### config.mk
export PLATFORM = sky130hd
export DESIGN_NAME = upbus_arb_flat
export DESIGN_NICKNAME = d
export VERILOG_FILES = /design/src/rtl/upbus_arb_if.sv /design/src/rtl/upbus_arb.sv /design/src/flat_wrapper.sv
export SDC_FILE = /design/constraint.sdc
export NUM_CORES = 1
export LEC_CHECK = 0
export BUFFER_PORTS_ARGS = -buffer_cell sky130_fd_sc_hd__buf_2
export CORE_MARGIN = 2
export CORE_UTILIZATION = 35
export DETAILED_ROUTE_END_ITERATION = 10
export PLACE_DENSITY = 0.71
export SYNTH_ARGS = -nofsm -noshare
export SYNTH_HDL_FRONTEND = slang
export SYNTH_SLANG_ARGS = --single-unit
### constraint.sdc
create_clock -name clk155 -period 2.45 [get_ports clk155]
set_input_delay 0.1225 -clock clk155 [delete_from_list [all_inputs] [get_ports clk155]]
set_output_delay 0.1225 -clock clk155 [all_outputs]
set_load 0.02 [all_outputs]
### src/rtl/upbus_arb_if.sv
// upbus_arb_if: internal CPU bus (155 MHz domain) shared by the arbiter and the
// addressed sub-blocks.
//   upa      - bus address
//   updi     - bus write data
//   uprs     - one-cycle read strobe
//   upws     - one-cycle write strobe
//   upactive - a transaction is in progress
//   updo     - read data from the addressed block, valid with uprdy
//   uprdy    - ready/completion from the addressed block
// modport master: the arbiter side.  modport slave: the sub-block side.
interface upbus_arb_if #(
  parameter int AW = 24,
  parameter int DW = 32
) ();
  logic [AW-1:0] upa;
  logic [DW-1:0] updi;
  logic          uprs;
  logic          upws;
  logic          upactive;
  logic [DW-1:0] updo;
  logic          uprdy;

  modport master (
    output upa, updi, uprs, upws, upactive,
    input  updo, uprdy
  );

  modport slave (
    input  upa, updi, uprs, upws, upactive,
    output updo, uprdy
  );
endinterface

### src/rtl/upbus_arb.sv
// upbus_arb: two-master round-robin arbiter and transaction sequencer for the
// internal CPU bus. Master 0 is the external-CPU path, master 1 the internal
// config/loader engine. Each granted access issues one read or write strobe,
// waits for uprdy (bounded by TOUT cycles) and returns data/ack to the owner.
// Ports:
//   clk155, rst_            - bus clock, synchronous active-low reset
//   mN_req/rnw/a/di         - master N request, direction, address, write data
//   mN_do/ack/err           - master N read data, completion pulse, timeout flag
//   bus (master modport)    - upa/updi/uprs/upws/upactive out, updo/uprdy in
//   gnt                     - owner of the current/last transaction
//   tout_evt                - one-cycle pulse when a transfer ends by timeout
//   err_cnt, err_clr        - saturating timeout counter and its clear
module upbus_arb #(
  parameter int            AW    = 24,
  parameter int            DW    = 32,
  parameter int            TW    = 8,
  parameter int            TOUT  = 200,
  parameter logic [DW-1:0] TOVAL = 32'hDEAD_DEAD
) (
  input  logic           clk155,
  input  logic           rst_,
  input  logic           m0_req,
  input  logic           m0_rnw,
  input  logic [AW-1:0]  m0_a,
  input  logic [DW-1:0]  m0_di,
  output logic [DW-1:0]  m0_do,
  output logic           m0_ack,
  output logic           m0_err,
  input  logic           m1_req,
  input  logic           m1_rnw,
  input  logic [AW-1:0]  m1_a,
  input  logic [DW-1:0]  m1_di,
  output logic [DW-1:0]  m1_do,
  output logic           m1_ack,
  output logic           m1_err,
  upbus_arb_if.master    bus,
  output logic           gnt,
  output logic           tout_evt,
  output logic [15:0]    err_cnt,
  input  logic           err_clr
);

  typedef enum logic [2:0] {
    S_IDLE, S_STROBE, S_WAIT, S_DONE, S_RECOV
  } state_t;

  // cnt counts monitored cycles from the strobe cycle (cnt=0) onward, so the
  // last monitored cycle is the one where cnt equals TOUT-1.
  localparam logic [TW-1:0] CNT_LAST = TW'(TOUT - 1);

  state_t        state_q, state_d;
  logic          gnt_q, gnt_d;
  logic          last_q, last_d;
  logic          rnw_q, rnw_d;
  logic [AW-1:0] upa_q, upa_d;
  logic [DW-1:0] updi_q, updi_d;
  logic [TW-1:0] cnt_q, cnt_d;
  logic [DW-1:0] data_q, data_d;
  logic          tout_q, tout_d;
  logic [15:0]   errc_q, errc_d;
  logic          sel;
  logic          done;

  assign done = (state_q == S_DONE);

  always_comb begin
    state_d = state_q;
    gnt_d   = gnt_q;
    last_d  = last_q;
    rnw_d   = rnw_q;
    upa_d   = upa_q;
    updi_d  = updi_q;
    cnt_d   = cnt_q;
    data_d  = data_q;
    tout_d  = tout_q;
    errc_d  = errc_q;
    sel     = 1'b0;

    case (state_q)
      S_IDLE: begin
        if (m0_req || m1_req) begin
          // Under contention the master that did not win last time goes next.
          sel     = (m0_req && m1_req) ? ~last_q : m1_req;
          gnt_d   = sel;
          last_d  = sel;
          rnw_d   = sel ? m1_rnw : m0_rnw;
          upa_d   = sel ? m1_a   : m0_a;
          updi_d  = sel ? m1_di  : m0_di;
          cnt_d   = '0;
          tout_d  = 1'b0;
          state_d = S_STROBE;
        end
      end
      S_STROBE, S_WAIT: begin
        if (bus.uprdy) begin
          data_d  = rnw_q ? bus.updo : '0;
          tout_d  = 1'b0;
          state_d = S_DONE;
        end else if (cnt_q == CNT_LAST) begin
          data_d  = rnw_q ? TOVAL : '0;
          tout_d  = 1'b1;
          state_d = S_DONE;
        end else begin
          cnt_d   = cnt_q + 1'b1;
          state_d = S_WAIT;
        end
      end
      S_DONE:  state_d = S_RECOV;
      S_RECOV: state_d = S_IDLE;
      default: state_d = S_IDLE;
    endcase

    // Clear wins over a simultaneous timeout increment.
    if (err_clr) begin
      errc_d = '0;
    end else if (done && tout_q && (errc_q != 16'hFFFF)) begin
      errc_d = errc_q + 16'd1;
    end
  end

  always_ff @(posedge clk155) begin
    if (!rst_) begin
      state_q <= S_IDLE;
      gnt_q   <= 1'b0;
      last_q  <= 1'b1;
      rnw_q   <= 1'b0;
      upa_q   <= '0;
      updi_q  <= '0;
      cnt_q   <= '0;
      data_q  <= '0;
      tout_q  <= 1'b0;
      errc_q  <= '0;
    end else begin
      state_q <= state_d;
      gnt_q   <= gnt_d;
      last_q  <= last_d;
      rnw_q   <= rnw_d;
      upa_q   <= upa_d;
      updi_q  <= updi_d;
      cnt_q   <= cnt_d;
      data_q  <= data_d;
      tout_q  <= tout_d;
      errc_q  <= errc_d;
    end
  end

  assign bus.upa      = upa_q;
  assign bus.updi     = updi_q;
  assign bus.uprs     = (state_q == S_STROBE) &&  rnw_q;
  assign bus.upws     = (state_q == S_STROBE) && !rnw_q;
  assign bus.upactive = (state_q == S_STROBE) || (state_q == S_WAIT) || done;

  assign m0_ack   = done && !gnt_q;
  assign m1_ack   = done &&  gnt_q;
  assign m0_err   = m0_ack && tout_q;
  assign m1_err   = m1_ack && tout_q;
  assign m0_do    = m0_ack ? data_q : '0;
  assign m1_do    = m1_ack ? data_q : '0;
  assign tout_evt = done && tout_q;
  assign gnt      = gnt_q;
  assign err_cnt  = errc_q;

endmodule
### src/flat_wrapper.sv
// flat-port wrapper written by rule: the top's interface ports become plain ports
module upbus_arb_flat 
#(
  parameter int            AW    = 24,
  parameter int            DW    = 32,
  parameter int            TW    = 8,
  parameter int            TOUT  = 200,
  parameter logic [DW-1:0] TOVAL = 32'hDEAD_DEAD
)
  (clk155, rst_, m0_req, m0_rnw, m0_a, m0_di, m0_do, m0_ack, m0_err, m1_req, m1_rnw, m1_a, m1_di, m1_do, m1_ack, m1_err, gnt, tout_evt, err_cnt, err_clr, bus_upa, bus_updi, bus_uprs, bus_upws, bus_upactive, bus_updo, bus_uprdy);
  upbus_arb_if #(.AW(AW), .DW(DW)) bus_i ();
  input  logic clk155;
  input  logic rst_;
  input  logic m0_req;
  input  logic m0_rnw;
  input  logic [AW-1:0] m0_a;
  input  logic [DW-1:0] m0_di;
  output logic [DW-1:0] m0_do;
  output logic m0_ack;
  output logic m0_err;
  input  logic m1_req;
  input  logic m1_rnw;
  input  logic [AW-1:0] m1_a;
  input  logic [DW-1:0] m1_di;
  output logic [DW-1:0] m1_do;
  output logic m1_ack;
  output logic m1_err;
  output logic gnt;
  output logic tout_evt;
  output logic [15:0] err_cnt;
  input  logic err_clr;
  output wire logic [$bits(bus_i.upa)-1:0] bus_upa;
  output wire logic [$bits(bus_i.updi)-1:0] bus_updi;
  output wire logic [$bits(bus_i.uprs)-1:0] bus_uprs;
  output wire logic [$bits(bus_i.upws)-1:0] bus_upws;
  output wire logic [$bits(bus_i.upactive)-1:0] bus_upactive;
  input wire logic [$bits(bus_i.updo)-1:0] bus_updo;
  input wire logic [$bits(bus_i.uprdy)-1:0] bus_uprdy;
  assign bus_upa = bus_i.upa;
  assign bus_updi = bus_i.updi;
  assign bus_uprs = bus_i.uprs;
  assign bus_upws = bus_i.upws;
  assign bus_upactive = bus_i.upactive;
  assign bus_i.updo = bus_updo;
  assign bus_i.uprdy = bus_uprdy;
  upbus_arb #(.AW(AW), .DW(DW), .TW(TW), .TOUT(TOUT), .TOVAL(TOVAL)) u_core (.clk155(clk155), .rst_(rst_), .m0_req(m0_req), .m0_rnw(m0_rnw), .m0_a(m0_a), .m0_di(m0_di), .m0_do(m0_do), .m0_ack(m0_ack), .m0_err(m0_err), .m1_req(m1_req), .m1_rnw(m1_rnw), .m1_a(m1_a), .m1_di(m1_di), .m1_do(m1_do), .m1_ack(m1_ack), .m1_err(m1_err), .bus(bus_i), .gnt(gnt), .tout_evt(tout_evt), .err_cnt(err_cnt), .err_clr(err_clr));
endmodule
[Word-level counts from Yosys, hierarchy flattened]
Index checks and enable logic that the tools add are counted.
Word-level totals
  register bits after elaboration: 119
Operators by class
  $add $sub $neg: 2
  equality and inequality tests: 9
  mux-type cells: 22
  bitwise operators: 2
  reductions and logical operators: 23
Operators with widths (count)
  2-to-1 mux 32 bit: 7
  2-to-1 mux 24 bit: 1
  2-to-1 mux 8 bit: 3
  adder 16 x 1 -> 16 bit (second input constant): 1
  != test 16 bit (second input constant): 1
  one-hot mux 8 bit (2 select lines): 1
  logical AND 1 bit: 9
  one-hot mux 3 bit (3 select lines): 1
  adder 8 x 1 -> 8 bit (second input constant): 1
  == test 8 bit (second input constant): 1
  == test 3 x 2 -> 1 bit (second input constant): 2
  2-to-1 mux 1 bit: 6
  2-to-1 mux 3 bit: 2
  != test 2 bit (second input constant): 2
  AND reduction 2 bit: 2
  AND reduction 4 bit: 1
  nonzero test 2 bit: 2
  OR reduction 2 bit: 2
  == test 3 x 1 -> 1 bit (second input constant): 1
  zero test 3 bit: 1
  logical OR 1 bit: 3
  != test 3 x 2 -> 1 bit (second input constant): 1
  AND reduction 3 bit: 1
  zero test 1 bit: 2
  3 further kinds: 4

[Logic depth before layout (Yosys ltp)]
  depth after elaboration: 4
  mapped depth: 8
  mapped depth without buffers: 6

[Worst setup path before layout]
No wires, ideal clock.
  path type: reg-to-reg
  start: reg u_core.errc_q[0], in the netlist u_core.err_cnt[0]
  end: reg u_core.errc_q[9], in the netlist u_core.err_cnt[9]
  setup time: 128 ps
  arrival time: 1901 ps
  data required time: 2322 ps
  slack: 421 ps
  stages on the path, launching flop included: 8
  path buffers: 1
  period minus slack after synthesis: 2029 ps
  cell sequence: dfxtp_1 > ha_1 > nand4_1 > nor4_1 > buf_2 > nor4_1 > xnor2_1 > nor2_1
Between the ends
  cells in the longest elaborated chain, start to end: 2
RTL lines
  start, declared: RTL line upbus_arb.sv:60  | logic [15:0] errc_q, errc_d;
  start signal, assigned: RTL line upbus_arb.sv:143  | errc_q <= errc_d;
  branches (longest 2 deep; another with adder 16 x 1 -> 16 bit)
Several ways; the timed one is not identified.
A chain may end at the register's enable or synchronous reset.

[Worst setup path after layout]
  start: reg u_core.state_q[1]
  end: reg u_core.upa_q[4], in the netlist u_core.bus.upa[4]
Between the ends
  cells in the longest elaborated chain, start to end: 2
RTL lines
  start, declared: RTL line upbus_arb.sv:51  | state_t state_q, state_d;
  start signal, assigned: RTL line upbus_arb.sv:134  | state_q <= state_d;
  zero test 3 bit: RTL line upbus_arb.sv:79  | case (state_q)
  AND reduction 2 bit (no line)
  end signal, assigned: RTL line upbus_arb.sv:138  | upa_q <= upa_d;
  end, declared: RTL line upbus_arb.sv:55  | logic [AW-1:0] upa_q, upa_d;
Every way passes these cells.

==> summary.txt <==
Worst setup path
  – CP Data Arrival Time: around 2.3 ns
  – Crit path launch type: flip-flop
  – Reg-to-reg endpoint: u_core.bus.upa[4]
  – Largest fanout on the critical path: 35
  – CP Launch Point: u_core.state_q[1]
  – Kind of critical path: reg -> reg
  – R2R Setup Slk: slightly below 0.5 ns
  – Required @ worst endpoint: about 2.7 ns
  – Worst R2R Path Depth: 5
  – R2R Path Start: u_core.state_q[1]
  – Critical Path End Type: flip-flop

Final layout
  – Layout area overhead: 42.5%
  – Fillers: 1519
  – Final nets: around 1100
  – Commonest non-fill, non-tap cell in the layout: buf_2
  – Most frequent cells in the layout: buf_2, dfxtp_1, nand2_1
  – Fraction of layout instances using a drive strength above 1: 0.374
  – Post-route design area: 8270 µm²
  – Diode count: 0

Worst hold path
  – Worst Hold Path Cells: 3
  – Worst Hold Launch: bus_updo[14]
  – Hold Path End: u_core.data_q[14]
  – HP Class: in -> reg

Logic synthesis
  – Synth unique cells: 44
  – Compound-Gate Fraction of Synth Area: 0.194
  – Mapped Area: slightly below 6000 µm²
  – Yosys warns: 0
  – Largest family of logic cells by synthesized area: simple AND/OR/NAND/NOR gates
  – Yosys reg bits: 119
  – Number of synthesized flops with an enable pin: 0
  – Async set-reset flop share out of synthesis: 0
  – Post-synthesis adder-cell area fraction: 0.00431
  – Synth Instances: 640
  – Mean Syn Cell Area: 9.07 µm²
  – Seq/Total Area, Yosys: 0.410
  – Syn Nets: 794
  – Post-synthesis mux area share: 0.103
  – XOR/XNOR Fraction of Synth Area: 0.0241
  – Post-synth top flop: dfxtp_1
  – Simple-gate share of the synthesized area: 0.222

Timing
  – # setup viols final: 0
  – Hold Vio Cnt, Final: 0
  – Post-route setup TNS: 0 ns
  – Slew @ Worst Pin: 0.616 ns
  – Final slew viol count: 0
  – Peak Freq: around 0.51 GHz
  – Slew Limit Headroom: 0.589
  – RSZ-0062 raised after global routing: false
  – Tcrit/Tclk final: 0.803
  – Layout Skew: 0.0118 ns
  – Final min period: 1.97 ns

Power
  – Peak VDD IR: between 500 and 600 µV
  – Clock share of power: 0.352
  – P per Cell Area: 921 nW/µm²
  – Psw: 2.59 mW
  – LEAKAGE: between 4 and 5 nW
  – Combinational share of power: 0.309
  – Switch share: 0.341
  – Sequential share of power: 0.339
  – Pint: 5.02 mW

Placed design
  – PortBufs: 296
  – Final GP Congestion: between 0.7 and 0.8
  – Post-Place Cell Area: 7520 µm²
  – DP HPWL: around 12000 µm

Detailed routing
  – Routed WL: 16900 µm
  – Final ANT Viol Nets: 0
  – DRC Markers: 0
  – Drt initial violations: 172
  – Via density: 4.81
  – Wire per inst: 14.5 µm
  – TritonRoute pass-1 iters: 4
  – Total number of vias: 5595

Global route
  – First-pass GRT wire length: 26500 µm
  – Initial antenna violation count: 0
  – Vias in the first global route: roughly 5300
  – Remaining Overflow, GRT: 0
  – Gr usage total: 0.188
  – Largest net degree at the start of global routing: 55

Clocking
  – Clk buf depth: 2
  – CTS root buf: clkbuf_16
  – H-tree depth: 4
  – Register clock-pin slew on the reported worst setup and hold paths: 0.06 ns
  – CTS Buf Count: 17
  – Clock tree sinks: 119
  – CTS resizes: 0
  – CTS tree: built
  – Clk_lat worst skew: 0.41 ns

Run
  – Max-Cap Viols: 0

Floorplan
  – Row count: 47
  – Starting Density: 0.354
  – Die Height: between 100 and 150 µm
  – Core Box Area: 16400 µm²
  – Die width: 133 µm
  – Ports: 297
  – DIE AREA: 17600 µm²

Outcome
  – Outcome: finished clean
==> cells in the mapped netlist (7+ instances only) <==
master / n / area share
dfxtp_1: 119 / 0.41
nand2_1: 94 / 0.061
and2_1: 65 / 0.070
mux2i_1: 60 / 0.10
o211a_1: 57 / 0.098
clkbuf_1: 31 / 0.020
nor2_1: 26 / 0.017
a21boi_0: 23 / 0.030
o211ai_1: 23 / 0.030
buf_2: 20 / 0.017
xnor2_1: 13 / 0.020
nand3_1: 12 / 0.010
nor2b_1: 12 / 0.013
a22oi_1: 11 / 0.014
nor4_1: 8 / 0.0086
nor3_1: 7 / 0.0060
==> worst max-delay path, cell delays in order (launching register included) <==
cell     delay (ns)
dfxtp_1        0.39
nor3_1         0.50
o21a_4         0.49
buf_12         0.24
nand2_1        0.07
o211a_1        0.12
==> layout make-up <==
type	count	area [µm²]	area share
Multi-Input combinational cell	464	3200	0.387
Sequential cell	119	2380	0.288
Timing Repair Buffer	324	1760	0.213
Clock buffer	20	467	0.0564
Tap cell	220	275	0.0333
Clock inverter	11	171	0.0207
Inverter	4	15.0	0.00182
==> metrics by stage <==
stage | util | power (mW) | setup WS [ns] | std cells | hold slack (ns)
after floorplan | - | 4.14 | 0.421 | 640 | 0.218
after global placement | 0.459 | 4.94 | 0.504 | 1120 | 0.381
after detailed placement | 0.459 | 4.97 | 0.511 | 1120 | 0.391
after CTS | 0.504 | 7.71 | 0.465 | 1162 | 0.0303
after global routing | 0.504 | 8.04 | 0.271 | 1162 | 0.0377
final | 0.504 | 7.62 | 0.483 | 1162 | 0.0520
==> logic make-up after synthesis <==
logic type,count (synthesis)
buffers and inverters,57
adders and majority gates,2
xor gates and xnor gates,16
AOI/OAI and AO/OA,134
and+or+nand+nor,252
muxes,60
DFF,119
==> flip-flops by register name, indices dropped and copies added (netlist names) <==
name             flops
u_core.bus.updi     32
u_core.data_q       32
u_core.bus.upa      24
u_core.err_cnt      16
u_core.cnt_q         8
u_core.state_q       3
u_core.gnt           1
u_core.last_q        1
u_core.rnw_q         1
u_core.tout_q        1
==> power by group through the flow <==
stage	clock network (mW)	registers [mW]	logic [mW]
3_3_place_gp	0	2.60	2.34
5_1_grt	2.83	2.63	2.58
4_1_cts	2.74	2.58	2.39
6_report	2.68	2.58	2.36
3_5_place_dp	0	2.62	2.36
2_1_floorplan	0	2.93	1.21
==> layer usage <==
metal / GRT usage / vias to the layer above / routed length, µm
met5: 0 / - / 0
met4: 0.0556 / 0 / 165
met3: 0.0636 / 12 / 1270
met2: 0.323 / 222 / 8170
met1: 0.222 / 2529 / 7290
li1: - / 2832 / -
==> worst max-delay path by stage <==
stage	end	slack, ns
after floorplan	u_core.err_cnt[9]	0.42
after global routing	u_core.data_q[19]	0.27
after global placement	u_core.cnt_q[4]	0.50
after CTS	m0_do[19]	0.47
after detailed placement	u_core.bus.upa[7]	0.51
final	u_core.bus.upa[4]	0.48
==> what timing repair did <==
action,4_1_cts,5_1_grt
endpoints found under the hold margin,11,0
buffers inserted,0,0
hold buffers,11,0
Power figures use the tool's default switching activity.
